`src/rtl/mmio_store_queue.sv`:
```
// Captures CPU stores that land in a memory-mapped output window into a FWFT FIFO
// for a valid/ready consumer, and latches a sticky done flag on a store to DONE_ADDR.
module mmio_store_queue #(
    parameter logic [31:0] BASE_ADDR    = 32'h0000_1000,
    parameter int          WINDOW_WORDS = 256,
    parameter logic [31:0] DONE_ADDR    = 32'h0000_0FFC,
    parameter int          DEPTH        = 8,
    parameter int          DROP_W       = 16
) (
    input  logic                            clk,
    input  logic                            reset,
    input  logic                            MemWrite,
    input  logic [31:0]                     DataAdr,
    input  logic [31:0]                     WriteData,
    output logic                            out_valid,
    input  logic                            out_ready,
    output logic [$clog2(WINDOW_WORDS)-1:0] out_idx,
    output logic [31:0]                     out_data,
    output logic [$clog2(DEPTH):0]          level,
    output logic                            full,
    output logic [DROP_W-1:0]               drop_count,
    output logic                            done,
    output logic                            drained
);

    localparam int IDX_W = $clog2(WINDOW_WORDS);
    localparam int PTR_W = $clog2(DEPTH);
    localparam int LVL_W = PTR_W + 1;
    localparam int ENT_W = IDX_W + 32;

    // Window bounds carried at 33 bits so a window ending at 4 GiB cannot wrap.
    localparam logic [32:0] WIN_LO = {1'b0, BASE_ADDR};
    localparam logic [32:0] WIN_HI = WIN_LO + 33'(4 * WINDOW_WORDS);

    function automatic logic [DROP_W-1:0] sat_inc(input logic [DROP_W-1:0] v);
        return (&v) ? v : v + DROP_W'(1);
    endfunction

    logic [ENT_W-1:0] mem [DEPTH];
    logic [PTR_W-1:0] wr_ptr;
    logic [PTR_W-1:0] rd_ptr;

    logic             in_window;
    logic             hit;
    logic             done_hit;
    logic             pop;
    logic             push;
    logic             drop;
    logic [IDX_W-1:0] idx_in;

    // Store decode: window hit, entry index and done-register strobe.
    assign in_window = ({1'b0, DataAdr} >= WIN_LO) && ({1'b0, DataAdr} < WIN_HI);
    assign hit       = MemWrite && in_window && (DataAdr[1:0] == 2'b00);
    assign done_hit  = MemWrite && (DataAdr == DONE_ADDR);
    assign idx_in    = IDX_W'((DataAdr - BASE_ADDR) >> 2);

    assign pop  = out_valid && out_ready;
    assign push = hit && (!full || pop);
    assign drop = hit && full && !pop;

    // Control state: pointers, occupancy, drop counter and done flag.
    always_ff @(posedge clk) begin
        if (reset) begin
            wr_ptr     <= '0;
            rd_ptr     <= '0;
            level      <= '0;
            drop_count <= '0;
            done       <= 1'b0;
        end else begin
            if (push) wr_ptr <= wr_ptr + PTR_W'(1);
            if (pop)  rd_ptr <= rd_ptr + PTR_W'(1);
            if (push && !pop)
                level <= level + LVL_W'(1);
            else if (pop && !push)
                level <= level - LVL_W'(1);
            if (drop)     drop_count <= sat_inc(drop_count);
            if (done_hit) done       <= 1'b1;
        end
    end

    // Entry storage is data only; reset discards entries through the pointers.
    always_ff @(posedge clk) begin
        if (push && !reset)
            mem[wr_ptr] <= {idx_in, WriteData};
    end

    // Head presentation: first-word-fall-through from the registered array.
    assign {out_idx, out_data} = mem[rd_ptr];
    assign out_valid           = (level != '0);
    assign full                = (level == LVL_W'(DEPTH));
    assign drained             = done && (level == '0);

endmodule

```
`config.mk`:
```
export PLATFORM = sky130hd
export DESIGN_NAME = mmio_store_queue
export DESIGN_NICKNAME = d
export VERILOG_FILES = /design/src/rtl/mmio_store_queue.sv
export SDC_FILE = /design/constraint.sdc
export NUM_CORES = 1
export LEC_CHECK = 0
export CAP_MARGIN = 20
export CORE_UTILIZATION = 30
export CTS_BUF_LIST = sky130_fd_sc_hd__clkbuf_8 sky130_fd_sc_hd__clkbuf_16
export CTS_CLUSTER_DIAMETER = 80
export DETAILED_ROUTE_END_ITERATION = 8
export GPL_TIMING_DRIVEN = 1
export HOLD_SLACK_MARGIN = 0.12
export PLACE_DENSITY = 0.52
export SYNTH_ARGS = -nofsm -noshare
export SYNTH_HDL_FRONTEND = slang
export SYNTH_SLANG_ARGS = --single-unit
```
`constraint.sdc`:
```
create_clock -name clk -period 8.61 [get_ports clk]
set_input_delay 1.2915 -clock clk [delete_from_list [all_inputs] [get_ports clk]]
set_output_delay 1.2915 -clock clk [all_outputs]
set_load 0.03 [all_outputs]
```
# Word level (Yosys, flattened, before mapping)
# Memory sizes are Yosys's and may differ from the RTL's. A register that Yosys moved wholly into a read port is not among the register bits.
# Cells that the tools add are included.
[word_totals]
register_bits = 27
ramBits = 320
output_inout_bits = 64
elab_cells = 46
n_memories = 1
[op_classes]
add_sub_neg = 6
magnitude_cmp = 2
eq_ne = 2
mux = 6
bitwise = 1
n_reduce_logical = 23
[mem_list]
columns = ["name", "depth", "word_bits", "read_ports", "rd_clocked_by_memory_dff", "write_ports", "line", "text"]
rows = [
  ["mem", 8, 40, 1, 1, 1, "39", "logic [ENT_W-1:0] mem [DEPTH];"],
]
[ops]
columns = ["op", "count"]
rows = [
  ["32-bit by 12-bit equality test with 1-bit output, second input constant", 1],
  ["32-bit by 13-bit greater-or-equal comparator with 1-bit output, second input constant", 1],
  ["32-bit by 13-bit < comparator with 1-bit output, second input constant", 1],
  ["16-bit by 1-bit adder with 16-bit output, second input constant", 1],
  ["16-bit AND reduction", 1],
  ["1-bit logical AND", 12],
  ["10-bit by 1-bit subtractor with 10-bit output, second input constant", 1],
  ["4-bit 2-to-1 mux", 2],
  ["3-bit by 1-bit adder with 3-bit output, second input constant", 2],
  ["3-bit 2-to-1 mux", 2],
  ["4-bit by 1-bit adder with 4-bit output, second input constant", 1],
  ["4-bit equality test, second input constant", 1],
  ["1-bit zero test", 4],
  ["4-bit zero test", 1],
  ["4-bit nonzero test", 1],
  ["4-bit by 1-bit subtractor with 4-bit output, second input constant", 1],
  ["2-bit zero test", 1],
  ["1-bit 2-to-1 mux", 2],
  ["2-bit AND reduction", 1],
  ["2-bit nonzero test", 1],
  ["1-bit logical OR", 1],
  ["1-bit NOT", 1],
]

# Longest topological paths before layout
# Gate-level depths: netlist of run 1.
[depth]
word_depth = 9
mapped_depth = 11

# Worst setup path before layout of run 1
# Ideal clock, no wire load.
[synth_timing]
kind = "input to register"
start = "input DataAdr[24]"
end = "memory mem[3][0] (netlist name), enable pin"
setup_ns = 0.537
arrival_time_ns = 6.413
slack_ns = 1.660
path_stages = 5
n_path_buf = 0
path_cell_list = "nor4_1 > nand4_2 > a2111oi_4 > nand2_1 > nor4_1"
[synth_between]
elab_chain_len = 8
elab_cells_between_ends = 9
[synth_rtl]
columns = ["item", "line", "text"]
rows = [
  ["from (decl)", "13", "input logic [31:0] DataAdr,"],
  ["32-bit by 13-bit greater-or-equal comparator with 1-bit output or 32-bit by 13-bit < comparator with 1-bit output (tied branches)", "52", "assign in_window = ({1'b0, DataAdr} >= WIN_LO) && ({1'b0, DataAdr} < WIN_HI);"],
  ["1-bit logical AND (*)", "52", ""],
  ["1-bit logical AND (*) (2 in a row)", "53", "assign hit = MemWrite && in_window && (DataAdr[1:0] == 2'b00);"],
  ["1-bit logical AND (*)", "58", "assign push = hit && (!full || pop);"],
  ["1-bit logical AND (*)", "83", "if (push && !reset)"],
  ["1-bit 2-to-1 mux (*)", "83", ""],
  ["1-bit 2-to-1 mux (not written as such) (*)", "84", "mem[wr_ptr] <= {idx_in, WriteData};"],
  ["to (decl)", "39", ""],
]
# Every way passes the cells marked *; elsewhere a longest branch is shown, timed or not.

==> results.py, run 1 <==
metrics = {
    "floorplan": {
        "ios": 132,
        "rows": 77,
        "dieArea_um2": 46300,
        "core-area_um2": 44500,
        "initial_utilization_pct": 30.6,
        "die_w_um": 215,
        "fp.dieH_um": 215,
    },
    "power_and_ir_drop": {
        "irDropWorstVdd_uv": 164,
        "power_leakage_nw": 5.20,
        "finalPower_mw": 3.44,
        "p_per_area_nw_per_um2": 202,
    },
    "route": {
        "wl_per_cell_um": 20.5,
        "vias": 6754,
        "wirelength_mm": 29.2,
        "drt_iter0_drc": 351,
        "ant_nets": 0,
        "drc": 0,
        "firstDrtPassIters": 4,
        "via_per_inst": 4.74,
    },
    "final_layout": {
        "final_layout_size_suffix_gt1_share_pct": 26.7,
        "final_common_cell": "edfxtp_1",
        "syn_to_final_growth_pct": 24.6,
        "num_antenna_cells": 0,
        "postLayoutCoreUtil_pct": 38.1,
        "nNetsFinal": 886,
        "fin_area_um2": 17000,
        "stdcell_count": 1425,
        "layout_common_cells": "320 x edfxtp_1, 130 x clkdlybuf4s50_1, 80 x mux4_2",
    },
    "clock_network": {
        "cts-root-buf": "clkbuf_16",
        "insertion_delay_ns": 0.52,
        "postCtsSetupBuffers": 0,
        "cts_resized": 0,
        "cts_buffer_depth": 3,
        "clk_pin_slew_ns": 0.06,
        "h-tree-depth": 2,
        "clock_sinks": 350,
        "hold_buffers": 0,
        "cts_buffers": 38,
        "cts_tree": "done",
    },
    "logic_synthesis": {
        "synthTopCellsByArea": "edfxtp_1 71%, mux4_2 13%, dfxtp_1 4.4%, mux2_2 3.7%, nor2_1 0.61%",
        "synth_top_area_share_pct": 70.5,
        "ys_seq_elements": 350,
        "synth_seq_area_share_pct": 74.9,
        "synth_area_um2": 13600,
        "synth.area.mux_share_pct": 17.2,
        "syn-num-nets": 720,
        "synth_top_area_cell": "edfxtp_1",
        "synth_cell_types": 44,
        "synth-compound-area-share_pct": 1.29,
        "synth_cells": 645,
        "synthSimpleGateAreaFrac_pct": 4.33,
        "synth_top_family_by_area": "multiplexers",
        "synthXorXnorAreaFrac_pct": 0.578,
        "yosysWarnings": 0,
        "syn_area_per_cell_um2": 21.1,
        "synth_fa_ha_area_share_pct": 0.698,
    },
    "setup_path": {
        "cp-end-kind": "primary output",
        "required_ns": 7.32,
        "worstPathArrival_ns": 3.50,
        "critical_path_class": "register to primary output",
        "critPathMaxFanout": 42,
        "cp-start-kind": "register",
    },
    "global_route": {
        "antenna_found_initial": 1,
        "grt_pass1_wl_mm": 44.8,
        "grt_max_degree": 67,
        "globalRouteOverflowTotal": 0,
        "grt_pass1_vias": 7302,
        "grt_usage_pct": 12.7,
    },
    "timing": {
        "setup_violations": 0,
        "tightest_slew_ns": 1.05,
        "hold_violations": 0,
        "finalSetupTns_ns": 0,
        "fin_hold_ws_ns": 0.482,
        "clock.fmax_ghz": 0.209,
        "fin_crit_ns": 4.79,
        "finalCritPeriodShare_pct": 55.7,
        "fin_ws_ns": 3.82,
        "max_slew_margin_pct": 30.0,
        "rsz0062_at_grt": "no",
        "slew_viol_final": 0,
        "skew_ns": 0.0207,
    },
    "placement": {
        "dpl_worst_slack_ns": 3.88,
        "gp_congestion": 0.695,
        "placed_cell_area_um2": 15800,
        "io_buffers": 131,
        "dp_hpwl_mm": 17.3,
        "dp_cells": 1362,
    },
    "run_status": {
        "status": "finished clean",
    },
    "flow_run": {
        "maxCapViolCount": 0,
    },
    "worst_hold_path": {
        "hp-class": "register to register",
    },
}
==> power by group <==
group	total (mW)	internal, mW	switching [mW]
Combinational	0.0566	0.0282	0.0284
Sequential	1.85	1.85	0.000000437
Clock	1.53	0.907	0.620
Total	3.44	2.79	0.648
==> cells in the mapped netlist (all sizes together) <==
cell type	count
or4	1
inv	6
dfxtp	30
mux2i	3
nor4b	5
clkbuf	16
nand3b	3
buf	12
nand2b	1
nand3	8
or3b	1
xnor2	6
a31o	1
nor3	6
a21bo	3
o21ai	3
o41ai	1
nor2b	6
nand4	12
a21o	1
o311ai	1
ha	6
a21oi	12
xor2	3
mux4	80
nand2	8
and4	1
fa	1
nor4	12
and3	2
or3	4
edfxtp	320
nor2	22
a2111oi	1
o21ba	1
nand4b	1
mux2	45
==> flip-flops by register name (all words and copies together) (netlist names), named ones only <==
| register | count |
|---|---|
| mem | 320 |
| drop_count | 16 |
| level | 4 |
| rd_ptr | 3 |
| wr_ptr | 3 |
| done | 1 |
==> per-layer routing <==
metal | vias up | part of all wire, % | GRT usage [%]
met5 | - | 0.041 | 0
met4 | 2 | 1.8 | 3.05
met3 | 43 | 5.7 | 2.96
met2 | 175 | 47 | 20.6
met1 | 3512 | 45 | 17.3
li1 | 3022 | - | -
==> area by class of cell <==
| type | count | area, µm² |
|---|---|---|
| clock buffers | 39 | 976 |
| clock inverters | 23 | 190 |
| fillers | 4086 | 27500 |
| inverters | 6 | 22.5 |
| multi-input cells | 261 | 3320 |
| flip-flops and latches | 350 | 10200 |
| well taps | 592 | 741 |
| repair buffers | 154 | 1500 |
==> critical path, stage by stage (launching register included) <==
cell             delay (ns)
dfxtp_4                0.45
buf_16                 0.32
buf_4                  0.64
mux4_2                 0.60
mux2_2                 0.28
clkdlybuf4s50_1        0.66
==> worst paths after layout <==
kind | start | endpoint | slack [ns] | cells after the start
setup / recovery | register | out_idx[4] | 3.82 | 5
hold / removal | rd_ptr[1]$_SDFFE_PP0P_ | register | 0.48 | 2
setup reg to reg | level[0]$_SDFFE_PP0P_ | mem[6][27]$_DFFE_PP_ | 5.72 | 6
hold reg to reg | rd_ptr[1]$_SDFFE_PP0P_ | register | 0.48 | 2
==> cells by family (layout without fill, tap and decap cells) <==
kind of cell | Yosys count | in the layout
flops | 350 | 350
xor+xnor | 9 | 9
buf+inv | 34 | 222
simple gates | 93 | 93
fa+ha+maj | 7 | 7
mux | 128 | 128
compound gates | 24 | 24
Power figures use the tool's default switching activity.
==> run 2, diff against run 1 <==
==> constraint.sdc (replaced) <==
create_clock -name clk -period 5 [get_ports clk]
set_input_delay 0.75 -clock clk [delete_from_list [all_inputs] [get_ports clk]]
set_output_delay 0.75 -clock clk [all_outputs]
set_load 0.03 [all_outputs]
==> run 2 against run 1 <==
  * Cell area grew 0.41%
  * Combinational power grew 76%
  * Power grew 75%
  * Worst setup slack lost 2.8 ns
  * Via count grew 0.16%
  * Clock skew shrank 0.0059 ns
  * Sequential cell count is the same
  * Critical path depth shrank 1
  * Cell count grew 0.56%
  * Wire length grew 0.45%
  * Register-to-register slack lost 3.6 ns
  * Critical endpoint is now out_data[28]
  * Highest routed layer is now met4
==> results.py, run 2 (same netlist as run 1, synthesis figures left out) <==
metrics = {
    "final_layout": {
        "nNetsFinal": 886,
        "syn_to_final_growth_pct": 25.1,
        "final_layout_size_suffix_gt1_share_pct": 27.3,
        "final_common_cell": "edfxtp_1",
        "largest_reg_flops": 320,
        "layout_common_cells": "320 x edfxtp_1, 131 x clkdlybuf4s50_1, 80 x mux4_2",
        "reg_top3": "mem (320), drop_count (16), level (4)",
        "regMostFlops": "mem",
    },
    "clock_network": {
        "cts_tree": "done",
        "cts-root-buf": "clkbuf_16",
        "clk_pin_slew_ns": 0.06,
        "clock_sinks": 350,
        "cts_resized": 0,
        "h-tree-depth": 2,
        "hold_buffers": 0,
        "postCtsSetupBuffers": 0,
        "cts_buffer_depth": 3,
        "insertion_delay_ns": 0.54,
        "cts_buffers": 37,
    },
    "timing": {
        "fin_crit_ns": 3.96,
        "fin_ws_ns": 1.04,
        "max_slew_margin_pct": 49.0,
        "fin_hold_ws_ns": 0.475,
        "slew_viol_final": 0,
        "clock.fmax_ghz": 0.252,
        "tightest_slew_ns": 0.765,
        "setup_violations": 0,
        "finalCritPeriodShare_pct": 79.2,
        "skew_ns": 0.0147,
        "hold_violations": 0,
        "rsz0062_at_grt": "no",
    },
    "worst_hold_path": {
        "hp-start": "rd_ptr[1]$_SDFFE_PP0P_",
        "hp-class": "register to register",
        "hold_depth": 2,
    },
    "global_route": {
        "grt_pass1_wl_mm": 44.9,
        "globalRouteOverflowTotal": 0,
        "grt_max_degree": 47,
        "grt_pass1_vias": 7359,
        "antenna_found_initial": 0,
        "grt_usage_pct": 12.8,
    },
    "setup_path": {
        "cp-end-kind": "primary output",
        "critPathMaxFanout": 32,
        "rrSetupSlack_ns": 2.14,
        "cp-start-kind": "register",
        "r2r-end": "level[3]$_SDFFE_PP0P_",
        "required_ns": 4.25,
        "critical_path_class": "register to primary output",
        "worstPathArrival_ns": 3.21,
        "reg2reg_depth": 10,
        "reg2reg_from": "level[0]$_SDFFE_PP0P_",
    },
    "route": {
        "drc": 0,
        "drt_iter0_drc": 398,
        "wirelength_mm": 29.4,
        "firstDrtPassIters": 4,
        "ant_nets": 0,
        "vias": 6765,
        "via_per_inst": 4.72,
        "wl_per_cell_um": 20.5,
    },
    "placement": {
        "io_buffers": 131,
        "dpl_worst_slack_ns": 0.847,
        "dp_hpwl_mm": 17.7,
        "gp_congestion": 0.719,
    },
    "power_and_ir_drop": {
        "finalPower_mw": 6.03,
        "p_per_area_nw_per_um2": 354,
        "power_leakage_nw": 5.23,
        "irDropWorstVdd_uv": 257,
    },
    "flow_run": {
        "maxCapViolCount": 0,
    },
    "floorplan": {
        "dieArea_um2": 46300,
        "die_w_um": 215,
        "ios": 132,
        "initial_utilization_pct": 30.6,
        "core-area_um2": 44500,
        "rows": 77,
        "fp.dieH_um": 215,
    },
    "run_status": {
        "status": "finished clean",
    },
}
run 2: cell type report:
cell class / count / area [µm²]
fill: 4103 / 27500
antenna: 1 / 2.50
clock buffer: 37 / 926
sequential: 350 / 10200
timing repair buffer: 155 / 1520
clock inverter: 31 / 294
multi-input combinational: 261 / 3320
tap: 592 / 741
inverter: 6 / 22.5
run 2: worst max path at each step:
stage / start / end / slack (ns)
final: register / out_data[28] / 1.04
after CTS: register / out_data[28] / 0.94
after detailed placement: DataAdr[25] / level[3]$_SDFFE_PP0P_ / 0.85
after global placement: DataAdr[25] / level[3]$_SDFFE_PP0P_ / 0.85
after global routing: register / out_data[28] / 0.84
after floorplan: DataAdr[24] / mem[3][0]$_DFFE_PP_ / -1.41
run 2: metrics by stage:
| step | instance area (µm²) | TNS (ns) | cells | util (%) |
|---|---|---|---|---|
| after floorplan | 13600 | -276.08 | 645 | - |
| after global placement | 15800 | 0 | 1364 | 35.5 |
| after detailed placement | 15800 | 0 | 1364 | 35.5 |
| after CTS | 17000 | 0 | 1432 | 38.3 |
| after global routing | 17000 | 0 | 1432 | 38.3 |
| final | 17000 | 0 | 1433 | 38.3 |
run 2: layer usage:
layer	global-route usage, %	vias to the layer above	routed length, µm
li1	-	3024	-
met3	3.14	30	1730
met5	0	-	0
met4	3.24	0	399
met1	17.3	3537	12900
met2	20.7	174	14300
run 2: critical path: stages, from the launching register on:
cell             delay (ns)
dfxtp_4                0.81
buf_4                  0.40
mux4_2                 0.53
mux2_2                 0.32
clkdlybuf4s50_1        0.60
run 2: where the power goes:
group	leakage [nW]	total, mW	switching [mW]	internal (mW)
clock network	0.633	2.74	1.12	1.62
registers	3.12	3.19	0.00000152	3.19
logic	1.48	0.0994	0.0504	0.0490
